`src/rtl/mining_pkg.sv`:
```
// Shared widths, frame geometry and serialiser state encoding for the hit readout path.
`default_nettype none

package mining_pkg;
   localparam int HASH_W        = 256;
   localparam int NONCE_W       = 32;
   localparam int WORD_W        = 32;
   localparam int WORDS_PER_HIT = 1 + HASH_W / WORD_W;
   localparam int ENTRY_W       = NONCE_W + HASH_W;
   localparam int IDX_W         = $clog2(WORDS_PER_HIT);

   typedef enum logic {
      IDLE = 1'b0,
      SEND = 1'b1
   } state_t;

   // Entry is {nonce, hash}; word 0 is the nonce, then the hash MS word first.
   function automatic logic [WORD_W-1:0] entry_word(input logic [ENTRY_W-1:0] e,
                                                    input logic [IDX_W-1:0]   idx);
      logic [ENTRY_W-1:0] s;
      s = e >> ((WORDS_PER_HIT - 1 - int'(idx)) * WORD_W);
      return s[WORD_W-1:0];
   endfunction
endpackage

`default_nettype wire

```
`src/rtl/hit_reporter_if.sv`:
```
// Hit capture and host word-stream bundle; slave = hit_reporter, master = its environment.
`default_nettype none

interface hit_reporter_if #(parameter int DEPTH = 4);
   import mining_pkg::*;
   localparam int CNT_W = $clog2(DEPTH) + 1;

   logic               hit_valid;
   logic [HASH_W-1:0]  hit_hash;
   logic [NONCE_W-1:0] hit_nonce;
   logic               hit_ready;
   logic               tx_valid;
   logic [WORD_W-1:0]  tx_data;
   logic               tx_last;
   logic               tx_ready;
   logic [CNT_W-1:0]   fifo_count;
   logic               overflow;
   logic               clr_overflow;

   modport slave (
      input  hit_valid, hit_hash, hit_nonce, tx_ready, clr_overflow,
      output hit_ready, tx_valid, tx_data, tx_last, fifo_count, overflow
   );

   modport master (
      output hit_valid, hit_hash, hit_nonce, tx_ready, clr_overflow,
      input  hit_ready, tx_valid, tx_data, tx_last, fifo_count, overflow
   );
endinterface

`default_nettype wire

```
`src/rtl/hit_fifo.sv`:
```
// Synchronous FIFO of hit entries; exposes the head and the entry behind it for gapless framing.
`default_nettype none

module hit_fifo #(
   parameter  int DEPTH = 4,
   parameter  int WIDTH = 288,
   localparam int AW    = $clog2(DEPTH),
   localparam int CW    = AW + 1
) (
   input  logic             clk,
   input  logic             rst_n,
   input  logic             i_push,
   input  logic [WIDTH-1:0] i_data,
   input  logic             i_pop,
   output logic [WIDTH-1:0] o_head,
   output logic [WIDTH-1:0] o_next,
   output logic             o_full,
   output logic             o_empty,
   output logic [CW-1:0]    o_count
);
   logic [WIDTH-1:0] r_mem [DEPTH];
   logic [AW-1:0]    r_wr_ptr;
   logic [AW-1:0]    r_rd_ptr;
   logic [CW-1:0]    r_count;
   logic             w_push;
   logic             w_pop;
   logic [AW-1:0]    w_rd_next;

   assign o_full    = (r_count == CW'(DEPTH));
   assign o_empty   = (r_count == '0);
   assign o_count   = r_count;
   assign w_push    = i_push && !o_full;
   assign w_pop     = i_pop && !o_empty;
   assign w_rd_next = r_rd_ptr + AW'(1);
   assign o_head    = r_mem[r_rd_ptr];
   assign o_next    = r_mem[w_rd_next];

   always_ff @(posedge clk) begin
      if (w_push) r_mem[r_wr_ptr] <= i_data;
   end

   always_ff @(posedge clk or negedge rst_n) begin
      if (!rst_n) begin
         r_wr_ptr <= '0;
         r_rd_ptr <= '0;
         r_count  <= '0;
      end else begin
         if (w_push) r_wr_ptr <= r_wr_ptr + AW'(1);
         if (w_pop)  r_rd_ptr <= w_rd_next;
         case ({w_push, w_pop})
            2'b10:   r_count <= r_count + CW'(1);
            2'b01:   r_count <= r_count - CW'(1);
            default: r_count <= r_count;
         endcase
      end
   end
endmodule

`default_nettype wire

```
`src/rtl/hit_reporter.sv`:
```
// Queues winning hits and serialises each as a nonce + hash word frame to the host.
`default_nettype none

module hit_reporter
   import mining_pkg::*;
#(
   parameter int DEPTH = 4
) (
   input  logic           clk,
   input  logic           rst_n,
   hit_reporter_if.slave  bus
);
   localparam int CW = $clog2(DEPTH) + 1;
   localparam logic [IDX_W-1:0] c_last_idx = IDX_W'(WORDS_PER_HIT - 1);

   logic [ENTRY_W-1:0] w_head;
   logic [ENTRY_W-1:0] w_next;
   logic               w_full;
   logic               w_empty;
   logic [CW-1:0]      w_count;
   logic               w_push;
   logic               w_drop;
   logic               w_pop;

   state_t             r_state;
   logic [IDX_W-1:0]   r_idx;
   logic               r_tx_valid;
   logic [WORD_W-1:0]  r_tx_data;
   logic               r_tx_last;
   logic               r_overflow;

   assign w_push = bus.hit_valid && !w_full;
   assign w_drop = bus.hit_valid && w_full;
   assign w_pop  = (r_state == SEND) && bus.tx_ready && (r_idx == c_last_idx);

   hit_fifo #(
      .DEPTH (DEPTH),
      .WIDTH (ENTRY_W)
   ) u_fifo (
      .clk     (clk),
      .rst_n   (rst_n),
      .i_push  (w_push),
      .i_data  ({bus.hit_nonce, bus.hit_hash}),
      .i_pop   (w_pop),
      .o_head  (w_head),
      .o_next  (w_next),
      .o_full  (w_full),
      .o_empty (w_empty),
      .o_count (w_count)
   );

   assign bus.hit_ready  = !w_full;
   assign bus.fifo_count = w_count;
   assign bus.tx_valid   = r_tx_valid;
   assign bus.tx_data    = r_tx_data;
   assign bus.tx_last    = r_tx_last;
   assign bus.overflow   = r_overflow;

   always_ff @(posedge clk or negedge rst_n) begin
      if (!rst_n) begin
         r_state    <= IDLE;
         r_idx      <= '0;
         r_tx_valid <= 1'b0;
         r_tx_data  <= '0;
         r_tx_last  <= 1'b0;
         r_overflow <= 1'b0;
      end else begin
         if (w_drop)                r_overflow <= 1'b1;
         else if (bus.clr_overflow) r_overflow <= 1'b0;

         case (r_state)
            IDLE: begin
               if (!w_empty) begin
                  r_state    <= SEND;
                  r_idx      <= '0;
                  r_tx_valid <= 1'b1;
                  r_tx_data  <= entry_word(w_head, '0);
                  r_tx_last  <= 1'b0;
               end
            end
            SEND: begin
               if (bus.tx_ready) begin
                  if (r_idx == c_last_idx) begin
                     r_idx <= '0;
                     // Entry behind the head is already stored, so the next frame starts without a bubble.
                     if (w_count > CW'(1)) begin
                        r_tx_data <= entry_word(w_next, '0);
                        r_tx_last <= 1'b0;
                     end else begin
                        r_state    <= IDLE;
                        r_tx_valid <= 1'b0;
                        r_tx_last  <= 1'b0;
                     end
                  end else begin
                     r_idx     <= r_idx + IDX_W'(1);
                     r_tx_data <= entry_word(w_head, r_idx + IDX_W'(1));
                     r_tx_last <= (r_idx + IDX_W'(1)) == c_last_idx;
                  end
               end
            end
            default: r_state <= IDLE;
         endcase
      end
   end
endmodule

`default_nettype wire

```
`src/flat_wrapper.sv`:
```
// flat-port wrapper written by rule: the top's interface ports become plain ports
module hit_reporter_flat import mining_pkg::*;
#(
   parameter int DEPTH = 4
)
  (clk, rst_n, bus_hit_valid, bus_hit_hash, bus_hit_nonce, bus_tx_ready, bus_clr_overflow, bus_hit_ready, bus_tx_valid, bus_tx_data, bus_tx_last, bus_fifo_count, bus_overflow);
  hit_reporter_if #(.DEPTH(DEPTH)) bus_i ();
  input  logic clk;
  input  logic rst_n;
  input wire logic [$bits(bus_i.hit_valid)-1:0] bus_hit_valid;
  input wire logic [$bits(bus_i.hit_hash)-1:0] bus_hit_hash;
  input wire logic [$bits(bus_i.hit_nonce)-1:0] bus_hit_nonce;
  input wire logic [$bits(bus_i.tx_ready)-1:0] bus_tx_ready;
  input wire logic [$bits(bus_i.clr_overflow)-1:0] bus_clr_overflow;
  output wire logic [$bits(bus_i.hit_ready)-1:0] bus_hit_ready;
  output wire logic [$bits(bus_i.tx_valid)-1:0] bus_tx_valid;
  output wire logic [$bits(bus_i.tx_data)-1:0] bus_tx_data;
  output wire logic [$bits(bus_i.tx_last)-1:0] bus_tx_last;
  output wire logic [$bits(bus_i.fifo_count)-1:0] bus_fifo_count;
  output wire logic [$bits(bus_i.overflow)-1:0] bus_overflow;
  assign bus_i.hit_valid = bus_hit_valid;
  assign bus_i.hit_hash = bus_hit_hash;
  assign bus_i.hit_nonce = bus_hit_nonce;
  assign bus_i.tx_ready = bus_tx_ready;
  assign bus_i.clr_overflow = bus_clr_overflow;
  assign bus_hit_ready = bus_i.hit_ready;
  assign bus_tx_valid = bus_i.tx_valid;
  assign bus_tx_data = bus_i.tx_data;
  assign bus_tx_last = bus_i.tx_last;
  assign bus_fifo_count = bus_i.fifo_count;
  assign bus_overflow = bus_i.overflow;
  hit_reporter #(.DEPTH(DEPTH)) u_core (.clk(clk), .rst_n(rst_n), .bus(bus_i));
endmodule
```
`config.mk`:
```
export PLATFORM = sky130hd
export DESIGN_NAME = hit_reporter_flat
export DESIGN_NICKNAME = d
export VERILOG_FILES = /design/src/rtl/mining_pkg.sv /design/src/rtl/hit_reporter_if.sv /design/src/rtl/hit_fifo.sv /design/src/rtl/hit_reporter.sv /design/src/flat_wrapper.sv
export SDC_FILE = /design/constraint.sdc
export NUM_CORES = 1
export LEC_CHECK = 0
export ABC_CLOCK_PERIOD_IN_PS = 11700
export CELL_PAD_IN_SITES_DETAIL_PLACEMENT = 2
export CELL_PAD_IN_SITES_GLOBAL_PLACEMENT = 2
export CORE_MARGIN = 2
export CORE_UTILIZATION = 40
export DETAILED_ROUTE_END_ITERATION = 10
export GPL_TIMING_DRIVEN = 0
export PLACE_DENSITY_LB_ADDON = 0.1
export REMOVE_ABC_BUFFERS = 1
export SLEW_MARGIN = 10
export SYNTH_ARGS = -nofsm -noshare
export SYNTH_HDL_FRONTEND = slang
export SYNTH_SLANG_ARGS = --single-unit
```
`constraint.sdc`:
```
create_clock -name clk -period 11.7 [get_ports clk]
set_clock_uncertainty 0.2 [all_clocks]
set_input_delay 1.17 -clock clk [delete_from_list [all_inputs] [get_ports clk]]
set_output_delay 1.17 -clock clk [all_outputs]
set_load 0.02 [all_outputs]
```
# After elaboration in Yosys (flattened, before gate mapping)
# Memories as Yosys holds them, arrays and structs flattened.
# Cells that the tools add are included.
dict set report word_totals {
  regBits 47
  latch_bits 0
  ramBits 1152
  romBits 0
  out_inout_bits 39
  elab_cells 71
  n_memories 1
}
dict set report op_classes {
  addsub 6
  n_mul 0
  div_mod_pow 0
  n_lt_le_gt_ge 1
  eq_ne 10
  shifts 1
  muxes 28
  n_bitwise 1
  reduce_logical 14
}
# memory words word_bits read_ports rd_ports_with_merged_regs write_ports line_no
set mem_list {}
lappend mem_list {u_core.u_fifo.r_mem 4 288 2 0 1 hit_fifo.sv:21} ;# logic [WIDTH-1:0] r_mem [DEPTH];
# operator count
set ops {}
lappend ops {{288-bit by 32-bit right shift with 32-bit output} 1}
lappend ops {{32-bit 2-to-1 mux} 4}
lappend ops {{32-bit one-hot mux with 2 select lines} 1}
lappend ops {{1-bit 2-to-1 mux} 15}
lappend ops {{4-bit 2-to-1 mux} 3}
lappend ops {{4-bit == test (second input constant)} 2}
lappend ops {{2-bit != test (second input constant)} 4}
lappend ops {{4-bit one-hot mux with 2 select lines} 1}
lappend ops {{1-bit logical AND} 6}
lappend ops {{1-bit one-hot mux with 2 select lines} 3}
lappend ops {{3-bit one-hot mux with 2 select lines} 1}
lappend ops {{4-bit by 4-bit subtractor with 5-bit output (first input constant)} 1}
lappend ops {{2-bit by 1-bit adder with 2-bit output (second input constant)} 2}
lappend ops {{4-bit by 1-bit adder with 4-bit output (second input constant)} 1}
lappend ops {{4-bit AND reduction} 1}
lappend ops {{2-bit nonzero test} 2}
lappend ops {{3-bit by 1-bit adder with 3-bit output (second input constant)} 1}
lappend ops {{3-bit == test (second input constant)} 1}
lappend ops {{3-bit by 1-bit greater-than comparator with 1-bit output (second input constant)} 1}
lappend ops {{3-bit zero test} 1}
lappend ops {{3-bit != test (second input constant)} 1}
lappend ops {{3-bit AND reduction} 1}
lappend ops {{3-bit by 1-bit subtractor with 3-bit output (second input constant)} 1}
lappend ops {{2-bit by 1-bit == test with 1-bit output (second input constant)} 1}
lappend ops {{4 further kinds} 5}

# Depth between registers and ports, before layout
# Gate-level depths: netlist (run 1).
dict set report depth {
  depth_word 6
  depth_mapped 12
  mapped_depth_nobuf 9
}

# Modules after synthesis
# From an unflattened synthesis (run 1), not the netlist that was laid out.
dict set report hier_totals {
  cells_unflattened 2406
  hier_area_um2 53809.1
}
# module instances cells_each area_each_um2 seq_area_each_um2
set modules_own_cells {}
lappend modules_own_cells {hit_fifo 1 1893 48920.7 34768.3}
lappend modules_own_cells {hit_reporter 1 513 4888.4 1001.0}

# Least setup slack after synthesis (run 1)
# OpenSTA, ideal clock, no wires.
dict set report synth_path {
  path_kind {input port to flip-flop}
  from {input port bus_hit_valid}
  to {memory u_core.u_fifo.r_mem[3][0] (enable)}
  setup_ns 0.688
  t_arrival_ns 7.772
  setup_slack_ns 3.040
  cell_stages 1
  n_path_buf 0
  cell_sequence {and3_1}
}
dict set report synth_via {
  elab_chain_cells 4
}
# element line_no
set synth_rtl {}
lappend synth_rtl {{from (decl)} flat_wrapper.sv:10} ;# input wire logic [$bits(bus_i.hit_valid)-1:0] bus_hit_valid;
lappend synth_rtl {{1-bit logical AND} hit_reporter.sv:32} ;# assign w_push = bus.hit_valid && !w_full;
lappend synth_rtl {{1-bit logical AND} hit_fifo.sv:32} ;# assign w_push = i_push && !o_full;
lappend synth_rtl {{1-bit 2-to-1 mux} hit_fifo.sv:39} ;# if (w_push) r_mem[r_wr_ptr] <= i_data;
lappend synth_rtl {{1-bit 2-to-1 mux (implied by the code)} hit_fifo.sv:39}
lappend synth_rtl {{to (decl)} hit_fifo.sv:21}
# Every way passes these cells.

# Worst setup path after layout (run 1)
dict set report layout_path {
  from {register u_core.r_idx[0]}
  to {register u_core.r_tx_data[8], in the netlist u_core.bus.tx_data[8]}
}
dict set report layout_via {
  elab_chain_cells 6
  elab_cells_between_ends 9
}
# element line_no
set layout_rtl {}
lappend layout_rtl {{from (decl)} hit_reporter.sv:26} ;# logic [IDX_W-1:0] r_idx;
lappend layout_rtl {{from (signal assigned)} hit_reporter.sv:95} ;# r_idx <= r_idx + IDX_W'(1);
lappend layout_rtl {{4-bit by 1-bit adder with 4-bit output} hit_reporter.sv:96} ;# r_tx_data <= entry_word(w_head, r_idx + IDX_W'(1));
lappend layout_rtl {{4-bit by 4-bit subtractor with 5-bit output} mining_pkg.sv:21} ;# s = e >> ((WORDS_PER_HIT - 1 - int'(idx)) * WORD_W);
lappend layout_rtl {{288-bit by 32-bit right shift with 32-bit output} mining_pkg.sv:21}
lappend layout_rtl {{32-bit 2-to-1 mux} hit_reporter.sv:83} ;# if (r_idx == c_last_idx) begin
lappend layout_rtl {{32-bit 2-to-1 mux} hit_reporter.sv:82} ;# if (bus.tx_ready) begin
lappend layout_rtl {{32-bit one-hot mux with 2 select lines} hit_reporter.sv:71} ;# case (r_state)
lappend layout_rtl {{to (signal assigned)} hit_reporter.sv:77} ;# r_tx_data <= entry_word(w_head, '0);
lappend layout_rtl {{to (signal assigned)} hit_reporter.sv:87} ;# r_tx_data <= entry_word(w_next, '0);
lappend layout_rtl {{to (signal assigned)} hit_reporter.sv:96}
lappend layout_rtl {{to (decl)} hit_reporter.sv:28} ;# logic [WORD_W-1:0] r_tx_data;
# Parallel ways exist; a longest one is shown, timed or not. The select of a mux whose other input is x is not followed.
# A chain may end at the register's enable or synchronous reset.

==> results.py, run 1 <==
metrics = {
    "status": {
        "status": "finished, final reports clean",
    },
    "floorplanning": {
        "start_util": 0.405,
        "num_rows": 125,
        "dieWidth_um": 347,
        "coreArea_um2": 117000,
        "die_h_um": 347,
        "num_io_pins": 332,
        "die_area_um2": 121000,
    },
    "power_and_ir_drop": {
        "switching_share": 0.311,
        "p_seq_frac": 0.414,
        "pwr-share-clk": 0.284,
        "p_int_mw": 9.94,
        "p_comb_frac": 0.302,
        "power_density_nw_per_um2": 250,
        "switchingPower_mw": 4.50,
        "p_leak_nw": 18.2,
        "max-vdd-ir-drop_uv": 135,
    },
    "cts": {
        "cts_resized": 0,
        "cts_setup_buffers": 0,
        "hold_buffers": 0,
        "cts_num_sinks": 1199,
        "numCtsBuffers": 135,
        "cts.clk_slew.worst_paths_ns": 0.06,
        "cts_max_path_buffers": 3,
        "htreeDepth": 4,
        "clk_latency_ns": 0.73,
        "cts_root_buf": "clkbuf_16",
        "tritoncts": "yes",
    },
    "critical_path": {
        "end_kind": "register",
        "rr_worst_depth": 9,
        "worstSetupStartpointType": "register",
        "r2r_start": "u_core.r_idx[0]$_DFFE_PN0P_",
        "crit_type": "reg -> reg",
        "reg2reg_slack_ns": 6.47,
        "r2r_end": "u_core.bus.tx_data[8]$_DFFE_PN0P_",
        "crit_arrival_ns": 5.65,
        "worstPathMaxFanout": 27,
        "cp.required_ns": 12.12,
    },
    "yosys": {
        "synthDistinctLibCells": 59,
        "synth_top_family_by_area": "multiplexers",
        "yosys_warnings": 0,
        "synthFlopType": "edfxtp_1",
        "synth.area.mux_share": 0.150,
        "yosys.area_share.simple": 0.0168,
        "synth_area_leaders": "edfxtp_1 (73%), mux4_2 (13%), dfrtp_1 (2.5%)",
        "synth_area_leader_cell": "edfxtp_1",
        "ys_seq_elements": 1199,
        "syn_inst": 2227,
        "yosysSeqAreaShare": 0.759,
        "yosysTopAreaCellShare": 0.734,
        "synthAdderAreaFrac": 0.00265,
        "synth_area_per_cell_um2": 21.2,
        "async_flop_share": 0.0392,
        "synth_compound_area_frac": 0.0516,
        "syn_area_um2": 47100,
        "synth-xor-area-share": 0.00186,
        "synth_edf_count": 1152,
    },
    "global_route": {
        "grt_pass1_wl_mm": 193,
        "overflow": 0,
        "grt_max_degree": 53,
        "antenna_found_initial": 36,
        "track_usage": 0.221,
        "grt_pass1_vias": 27300,
    },
    "placed_design": {
        "dp.cells": 4022,
        "dpl.hpwl_mm": 86.1,
        "place.gp.congestion": 0.707,
        "post_dp_cell_area_um2": 53500,
        "io_buffers": 331,
    },
    "min_path": {
        "hp-class": "in -> async",
    },
    "sta": {
        "maxSlewViolCount": 0,
        "fmax_mhz": 191,
        "fin_crit_ns": 5.23,
        "rsz0062_at_grt": "no",
        "slew_headroom": 0.120,
        "hold_viol": 0,
        "setup_viol": 0,
        "final.setup.tns_ns": 0,
        "hold_ws_ns": 0.176,
        "worst_pin_slew_ns": 1.30,
        "period_share": 0.447,
    },
    "flow_run": {
        "drv_cap": 0,
    },
    "final_layout": {
        "drive_above_1_share": 0.206,
        "nFillCells": 10100,
        "area_growth_pct": 22.5,
        "instances_no_fill": 4283,
        "final_cell_area_um2": 57800,
        "final_nets": 2938,
    },
    "detailed_routing": {
        "avgViaCountPerCell": 5.68,
        "wirelength_mm": 133,
        "routedWlPerCell_um": 30.9,
        "antenna_left": 0,
        "dr.pass1.iters": 5,
        "vias": 24300,
        "drc": 0,
        "drtIter0Drc": 1664,
    },
}
[power groups by stage]
| stage | Clock, mW | Sequential, mW | Combinational, mW |
|---|---|---|---|
| floorplan | 0 | 6.51 | 2.82 |
| global placement | 0 | 6.93 | 4.72 |
| detailed placement | 0 | 6.06 | 4.46 |
| CTS | 4.21 | 5.98 | 4.48 |
| global route | 4.36 | 6.04 | 4.68 |
| finish | 4.10 | 5.97 | 4.36 |
[synth_stat cells, drive strengths merged, types with 4 or more instances]
cell / instances
nand4: 12
nor3: 14
a21oi: 34
xor2: 4
a221o: 42
nand3: 4
mux2i: 94
edfxtp: 1152
a2111o: 8
a211o: 9
nor2: 36
o41ai: 4
ha: 10
mux4: 264
dfrtp: 47
a211oi: 5
a221oi: 19
o21ai: 40
nand2: 68
mux2: 16
xnor2: 6
a22o: 31
clkbuf: 48
a22oi: 42
inv: 12
and3: 12
buf: 91
o311ai: 24
nor2b: 14
o31ai: 31
[sequential cells by signal (all words and copies together) (netlist names)]
signal                  count
u_core.u_fifo.r_wr_ptr      2
u_core.r_idx                4
u_core.bus.tx_valid         1
u_core.bus.overflow         1
u_core.bus.tx_last          1
u_core.u_fifo.r_mem      1152
u_core.r_state              1
u_core.bus.tx_data         32
u_core.u_fifo.o_count       3
u_core.u_fifo.r_rd_ptr      2
[area by class of cell]
type                            instances  area [µm²]  area share
Sequential cell                      1199       35800       0.619
Multi-Input combinational cell        876       10600       0.184
Timing Repair Buffer                  410        5120      0.0886
Clock buffer                          183        3750      0.0649
Tap cell                             1524        1910      0.0330
Clock inverter                         62         528     0.00914
Inverter                               13        48.8    0.000845
Antenna cell                           16        40.0    0.000693
[per-stage QoR]
step	power, mW	utilization	setup WS [ns]
2_1_floorplan	9.33	-	-4.45
3_3_place_gp	11.7	0.442	-25.13
3_5_place_dp	10.5	0.459	6.40
4_1_cts	14.7	0.495	6.40
5_1_grt	15.1	0.496	6.21
6_report	14.4	0.496	6.47
[kinds of logic (layout without fill, tap and decap cells)]
logic type,Yosys count,in the layout
buffers and inverters,152,668
AND/OR/NAND/NOR,171,171
XOR/XNOR,10,10
multiplexers,374,374
AO/OA/AOI/OAI,311,311
other,0,16
flip-flops,1199,1199
adder cells (fa/ha/maj),10,10
[worst max-delay path, stage by stage (launching register included)]
cell and delay (ns):
dfrtp_2 0.61, clkinv_1 0.54, ha_2 1.19, inv_1 0.81
nor2_4 0.62, buf_16 0.23, buf_16 0.17, a221o_1 0.26
o31ai_1 0.10, o31ai_1 0.29
[metal layers]
| metal | GRT usage | up-vias | part of all wire |
|---|---|---|---|
| met5 | 0 | - | 0.0017 |
| met3 | 0.0501 | 225 | 0.052 |
| met4 | 0.0803 | 34 | 0.027 |
| li1 | - | 10400 | - |
| met1 | 0.282 | 13100 | 0.41 |
| met2 | 0.372 | 632 | 0.51 |
[worst max-delay path by stage]
stage / from / end / slack [ns] / cells past startpoint
after CTS: u_core.r_idx[0]$_DFFE_PN0P_ / u_core.bus.tx_data[8]$_DFFE_PN0P_ / 6.40 / 9
final: u_core.r_idx[0]$_DFFE_PN0P_ / u_core.bus.tx_data[8]$_DFFE_PN0P_ / 6.47 / 9
after global routing: u_core.r_idx[0]$_DFFE_PN0P_ / u_core.bus.tx_data[24]$_DFFE_PN0P_ / 6.21 / 10
after detailed placement: u_core.r_idx[0]$_DFFE_PN0P_ / u_core.bus.tx_data[8]$_DFFE_PN0P_ / 6.40 / 9
after floorplan: u_core.u_fifo.r_rd_ptr[0]$_DFFE_PN0P_ / u_core.bus.tx_data[13]$_DFFE_PN0P_ / -4.45 / 4
after global placement: u_core.u_fifo.r_rd_ptr[0]$_DFFE_PN0P_ / u_core.bus.tx_data[13]$_DFFE_PN0P_ / -25.13 / 4
[layout by cell type, fill, tap and decap left out, types with 6 or more instances in the layout]
cell type           n
o21ai_0            39
a221oi_1           17
inv_1              12
buf_16             40
nor3_1             14
dfrtp_1            43
nor2b_1            13
clkinv_1           27
nand2_1            67
clkbuf_1           38
edfxtp_1         1152
and3_1              8
a211o_1             9
clkinv_2           15
a22o_1             31
buf_12             30
a2111o_1            8
diode_2            16
clkdlybuf4s50_1   330
a221o_1            42
xnor2_1             6
o31ai_1            31
a21oi_1            34
mux2i_1            94
mux4_2            264
ha_1                9
bufinv_16           7
a22oi_1            42
o311ai_0            8
nand4_1            12
o311ai_1           16
clkbuf_16         143
mux2_2             16
nor2_1             31
Power figures use the tool's default switching activity.
==> run 2: changes to the inputs <==
--- a/config.mk
+++ b/config.mk
@@ -5,7 +5,7 @@
 export SDC_FILE = /design/constraint.sdc
 export NUM_CORES = 1
 export LEC_CHECK = 0
-export ABC_CLOCK_PERIOD_IN_PS = 11700
+export ABC_CLOCK_PERIOD_IN_PS = 4300
 export CELL_PAD_IN_SITES_DETAIL_PLACEMENT = 2
 export CELL_PAD_IN_SITES_GLOBAL_PLACEMENT = 2
 export CORE_MARGIN = 2
==> constraint.sdc (replaced) <==
create_clock -name clk -period 4.3 [get_ports clk]
set_clock_uncertainty 0.2 [all_clocks]
set_input_delay 0.43 -clock clk [delete_from_list [all_inputs] [get_ports clk]]
set_output_delay 0.43 -clock clk [all_outputs]
set_load 0.02 [all_outputs]
==> results.py, run 2 (synthesized netlist as in run 1, its figures left out) <==
metrics = {
    "detailed_routing": {
        "routed.top_layer": "met5",
        "vias": 24300,
        "drtIter0Drc": 1651,
        "wirelength_mm": 133,
        "antenna_left": 0,
        "wirelength_met1_mm": 54.1,
        "drc": 0,
        "dr.pass1.iters": 5,
        "avgViaCountPerCell": 5.67,
        "wl_met3_mm": 7.49,
        "routedWlPerCell_um": 31.0,
        "route.met2.wl_mm": 67.3,
    },
    "cts": {
        "cts_max_path_buffers": 3,
        "cts_num_sinks": 1199,
        "clk_latency_ns": 0.73,
        "numCtsBuffers": 135,
        "cts_root_buf": "clkbuf_16",
        "tritoncts": "yes",
        "htreeDepth": 4,
        "cts.clk_slew.worst_paths_ns": 0.06,
    },
    "sta": {
        "rsz0062_at_grt": "no",
        "fin_crit_ns": 3.93,
        "hold_ws_ns": 0.123,
        "setup_viol": 0,
        "final.setup.tns_ns": 0,
        "slew_headroom": 0.101,
        "worst_pin_slew_ns": 1.33,
        "maxSlewViolCount": 0,
        "fmax_mhz": 254,
        "hold_viol": 0,
        "period_share": 0.915,
    },
    "status": {
        "status": "finished, final reports clean",
    },
    "critical_path": {
        "rr_worst_depth": 10,
        "cp.required_ns": 4.68,
        "end_kind": "register",
        "worstPathMaxFanout": 15,
        "worstSetupStartpointType": "register",
        "crit_type": "reg -> reg",
        "crit_arrival_ns": 4.32,
    },
    "floorplanning": {
        "coreArea_um2": 117000,
        "num_rows": 125,
        "dieWidth_um": 347,
        "start_util": 0.405,
        "die_h_um": 347,
        "num_io_pins": 332,
        "die_area_um2": 121000,
    },
    "global_route": {
        "grt_pass1_wl_mm": 193,
        "overflow": 0,
        "track_usage": 0.222,
        "antenna_found_initial": 37,
        "grt_max_degree": 53,
        "grt_pass1_vias": 27400,
    },
    "final_layout": {
        "final_common_cell": "edfxtp_1",
        "top_register": "u_core.u_fifo.r_mem",
        "largest_register_ffs": 1152,
        "nFillCells": 10100,
        "drive_above_1_share": 0.209,
        "final_nets": 2947,
        "area_growth_pct": 22.8,
        "mostFrequentLayoutCells": "edfxtp_1 (1152), clkdlybuf4s50_1 (330), mux4_2 (264)",
    },
    "power_and_ir_drop": {
        "p_leak_nw": 18.3,
        "power_density_nw_per_um2": 681,
        "max-vdd-ir-drop_uv": 367,
        "p_total_mw": 39.4,
    },
    "placed_design": {
        "place.gp.congestion": 0.707,
        "dpl.hpwl_mm": 86.1,
        "io_buffers": 331,
    },
    "flow_run": {
        "drv_cap": 0,
    },
    "min_path": {
        "hold_path_depth": 1,
        "hp-class": "in -> reg",
    },
}
## run 2: per-layer routing
| layer | up-vias | track usage |
|---|---|---|
| li1 | 10400 | - |
| met4 | 36 | 0.0816 |
| met2 | 640 | 0.373 |
| met5 | - | 0 |
| met3 | 229 | 0.0515 |
| met1 | 13000 | 0.282 |
## run 2: layout make-up
| class | count | area (µm²) | area share |
|---|---|---|---|
| antenna | 17 | 42.5 | 0.000735 |
| sequential | 1199 | 35800 | 0.618 |
| multi-input combinational | 876 | 10600 | 0.183 |
| tap | 1524 | 1910 | 0.0329 |
| clock buffer | 183 | 3750 | 0.0647 |
| inverter | 13 | 56.3 | 0.000972 |
| timing repair buffer | 419 | 5230 | 0.0902 |
| clock inverter | 62 | 528 | 0.00912 |
## run 2: worst paths after layout
check                                                   from                                   end  slack, ns
setup / recovery                 u_core.r_idx[0]$_DFFE_PN0P_    u_core.bus.tx_data[29]$_DFFE_PN0P_       0.37
hold / removal                              bus_hit_hash[62]  u_core.u_fifo.r_mem[3][62]$_DFFE_PP_       0.12
setup reg to reg                 u_core.r_idx[0]$_DFFE_PN0P_    u_core.bus.tx_data[29]$_DFFE_PN0P_       0.37
hold reg to reg            u_core.bus.tx_data[4]$_DFFE_PN0P_     u_core.bus.tx_data[4]$_DFFE_PN0P_       0.28
max in group asynchronous                              rst_n     u_core.bus.tx_data[3]$_DFFE_PN0P_       1.76
min in group asynchronous                              rst_n    u_core.bus.tx_data[13]$_DFFE_PN0P_       0.52
## run 2: per-stage QoR
stage,setup WS (ns),utilization,area (µm²),cells
floorplan,-11.85,-,46300,2088
global placement,-32.53,0.442,51500,3943
detailed placement,-0.996,0.459,53500,4022
CTS,0.00346,0.496,57800,4275
global route,0.121,0.497,57900,4291
finish,0.367,0.497,57900,4293
## run 2: timing repair
action | CTS | global route
endpoints found under the hold margin | 47 | 0
setup endpoints to repair | 32 | 26
gates resized for setup | 5 | 1
hold buffers | 3 | 0
buffers inserted | 5 | 1
pin swaps | 1 | 1
## run 2: worst max-delay path, stage by stage, from the launching register on
cell and delay (ns):
dfrtp_2 0.63, clkinvlp_4 0.44, ha_4 0.66, nor2b_1 0.14, xnor2_1 0.33, nor3_1 0.07, nand3b_1 0.36, buf_8 0.28
buf_8 0.16, o311ai_1 0.34, a21oi_1 0.13
## run 2: where the power goes
group	internal, mW	switching, mW	total (mW)	leakage, nW
combinational	5.21	6.81	12.0	5.08
clock	6.54	4.62	11.2	2.08
sequential	15.4	0.849	16.3	11.1
==> run 3: changes to the inputs <==
--- a/config.mk
+++ b/config.mk
@@ -12,6 +12,7 @@
 export CORE_UTILIZATION = 40
 export DETAILED_ROUTE_END_ITERATION = 10
 export GPL_TIMING_DRIVEN = 0
+export HOLD_SLACK_MARGIN = 0.1
 export PLACE_DENSITY_LB_ADDON = 0.1
 export REMOVE_ABC_BUFFERS = 1
 export SLEW_MARGIN = 10
==> results.py, run 3 (synthesized netlist as in run 1, its figures left out) <==
metrics = {
    "final_layout": {
        "largest_register_ffs": 1152,
        "area_growth_pct": 24.8,
        "drive_above_1_share": 0.202,
        "final_nets": 3043,
        "final_common_cell": "edfxtp_1",
        "mostFrequentLayoutCells": "edfxtp_1 (1152), clkdlybuf4s50_1 (330), mux4_2 (264)",
        "nFillCells": 10000,
        "top_register": "u_core.u_fifo.r_mem",
        "final_cell_area_um2": 58900,
    },
    "power_and_ir_drop": {
        "switchingPower_mw": 12.3,
        "p_seq_frac": 0.411,
        "pwr-share-clk": 0.283,
        "p_leak_nw": 18.7,
        "switching_share": 0.312,
        "p_int_mw": 27.2,
        "power_density_nw_per_um2": 672,
        "p_comb_frac": 0.306,
        "p_total_mw": 39.6,
        "max-vdd-ir-drop_uv": 368,
    },
    "critical_path": {
        "cp.required_ns": 4.69,
        "worstPathMaxFanout": 15,
        "path_buf_inv": 3,
        "end_kind": "register",
        "worstSetupStartpointType": "register",
        "path_cells": "clkinvlp_4 > ha_4 > nor2b_1 > xnor2_1 > nor3_1 > nand3b_1 > buf_8 > buf_8 > o311ai_1 > a21oi_1",
        "cp_common_cell": "buf_8",
        "crit_arrival_ns": 4.31,
        "cpMaxStageDelayCell": "ha_4",
        "slowest_delay_ns": 0.66,
        "cp_top_family": "buffers and inverters",
        "crit_type": "reg -> reg",
    },
    "sta": {
        "hold_viol": 0,
        "fin_crit_ns": 3.93,
        "period_share": 0.913,
        "slew_headroom": 0.0831,
        "setup_viol": 0,
        "worst_slack_ns": 0.373,
        "fmax_mhz": 255,
        "hold_ws_ns": 0.147,
        "maxSlewViolCount": 0,
        "rsz0062_at_grt": "no",
        "worst_pin_slew_ns": 1.36,
    },
    "min_path": {
        "hp-class": "in -> reg",
    },
    "placed_design": {
        "post_dp_cell_area_um2": 53500,
        "place.gp.congestion": 0.707,
        "dpl.hpwl_mm": 86.1,
        "post-place-ws_ns": -0.996,
        "io_buffers": 331,
    },
    "floorplanning": {
        "num_io_pins": 332,
        "coreArea_um2": 117000,
        "die_h_um": 347,
        "dieWidth_um": 347,
        "die_area_um2": 121000,
        "num_rows": 125,
        "start_util": 0.405,
    },
    "cts": {
        "cts_num_sinks": 1199,
        "cts_max_path_buffers": 3,
        "cts.clk_slew.worst_paths_ns": 0.06,
        "numCtsBuffers": 135,
        "clk_latency_ns": 0.73,
        "cts_root_buf": "clkbuf_16",
        "htreeDepth": 4,
        "tritoncts": "yes",
    },
    "global_route": {
        "grt_pass1_vias": 27800,
        "antenna_found_initial": 31,
        "overflow": 0,
        "track_usage": 0.223,
        "grt_pass1_wl_mm": 195,
        "grt_max_degree": 53,
    },
    "detailed_routing": {
        "drc": 0,
        "antenna_left": 0,
        "vias": 24700,
        "drtIter0Drc": 1678,
        "routedWlPerCell_um": 30.6,
        "wirelength_mm": 134,
        "dr.pass1.iters": 4,
        "avgViaCountPerCell": 5.63,
    },
    "flow_run": {
        "drv_cap": 0,
    },
    "status": {
        "status": "finished, final reports clean",
    },
}
## run 3: layer usage
layer / part of all wire / up-vias / wire length, µm / global-route usage
met3: 0.048 / 240 / 6480 / 0.0480
met4: 0.029 / 36 / 3910 / 0.0799
met1: 0.41 / 13200 / 55400 / 0.286
met2: 0.51 / 606 / 67900 / 0.377
met5: 0.0016 / - / 214 / 0
li1: - / 10600 / - / -
## run 3: worst paths after layout
| check | from | end | slack, ns | depth (start not counted) |
|---|---|---|---|---|
| setup / recovery | u_core.r_idx[0]$_DFFE_PN0P_ | u_core.bus.tx_data[29]$_DFFE_PN0P_ | 0.37 | 10 |
| hold / removal | bus_hit_hash[4] | u_core.u_fifo.r_mem[0][4]$_DFFE_PP_ | 0.15 | 1 |
| setup reg to reg | u_core.r_idx[0]$_DFFE_PN0P_ | u_core.bus.tx_data[29]$_DFFE_PN0P_ | 0.37 | 10 |
| hold reg to reg | u_core.bus.tx_data[4]$_DFFE_PN0P_ | u_core.bus.tx_data[4]$_DFFE_PN0P_ | 0.28 | 2 |
| max in group asynchronous | rst_n | u_core.u_fifo.r_rd_ptr[1]$_DFFE_PN0P_ | 3.00 | 4 |
| min in group asynchronous | rst_n | u_core.bus.tx_data[8]$_DFFE_PN0P_ | 0.59 | 4 |
## run 3: timing repair
item                       CTS  global route
hold endpoints to repair   397             0
hold buffers                99             0
setup endpoints to repair   32            26
resized for setup            5             1
pin swaps                    1             1
setup buffers                5             1
## run 3: cell type report
type | count | area [µm²] | share of cell area
clock inverters | 62 | 528 | 0.00897
repair buffers | 515 | 6200 | 0.105
diodes | 10 | 25.0 | 0.000425
flip-flops and latches | 1199 | 35800 | 0.608
clock buffers | 183 | 3750 | 0.0637
well taps | 1524 | 1910 | 0.0324
inverters | 13 | 56.3 | 0.000957
multi-input cells | 876 | 10600 | 0.180
## run 3: power groups by stage
stage	Sequential [mW]	Clock, mW	Combinational, mW
floorplan	17.5	0	6.49
global placement	16.5	0	8.34
detailed placement	16.5	0	12.1
CTS	16.3	11.5	12.4
global route	16.5	11.9	13.0
finish	16.3	11.2	12.1
## run 3: stage by stage
| stage | TNS (ns) | util | std cells |
|---|---|---|---|
| floorplan | -5308.39 | - | 2088 |
| global placement | - | 0.442 | 3943 |
| detailed placement | -23.54 | 0.459 | 4022 |
| CTS | 0 | 0.505 | 4371 |
| global route | 0 | 0.505 | 4382 |
| finish | 0 | 0.505 | 4382 |
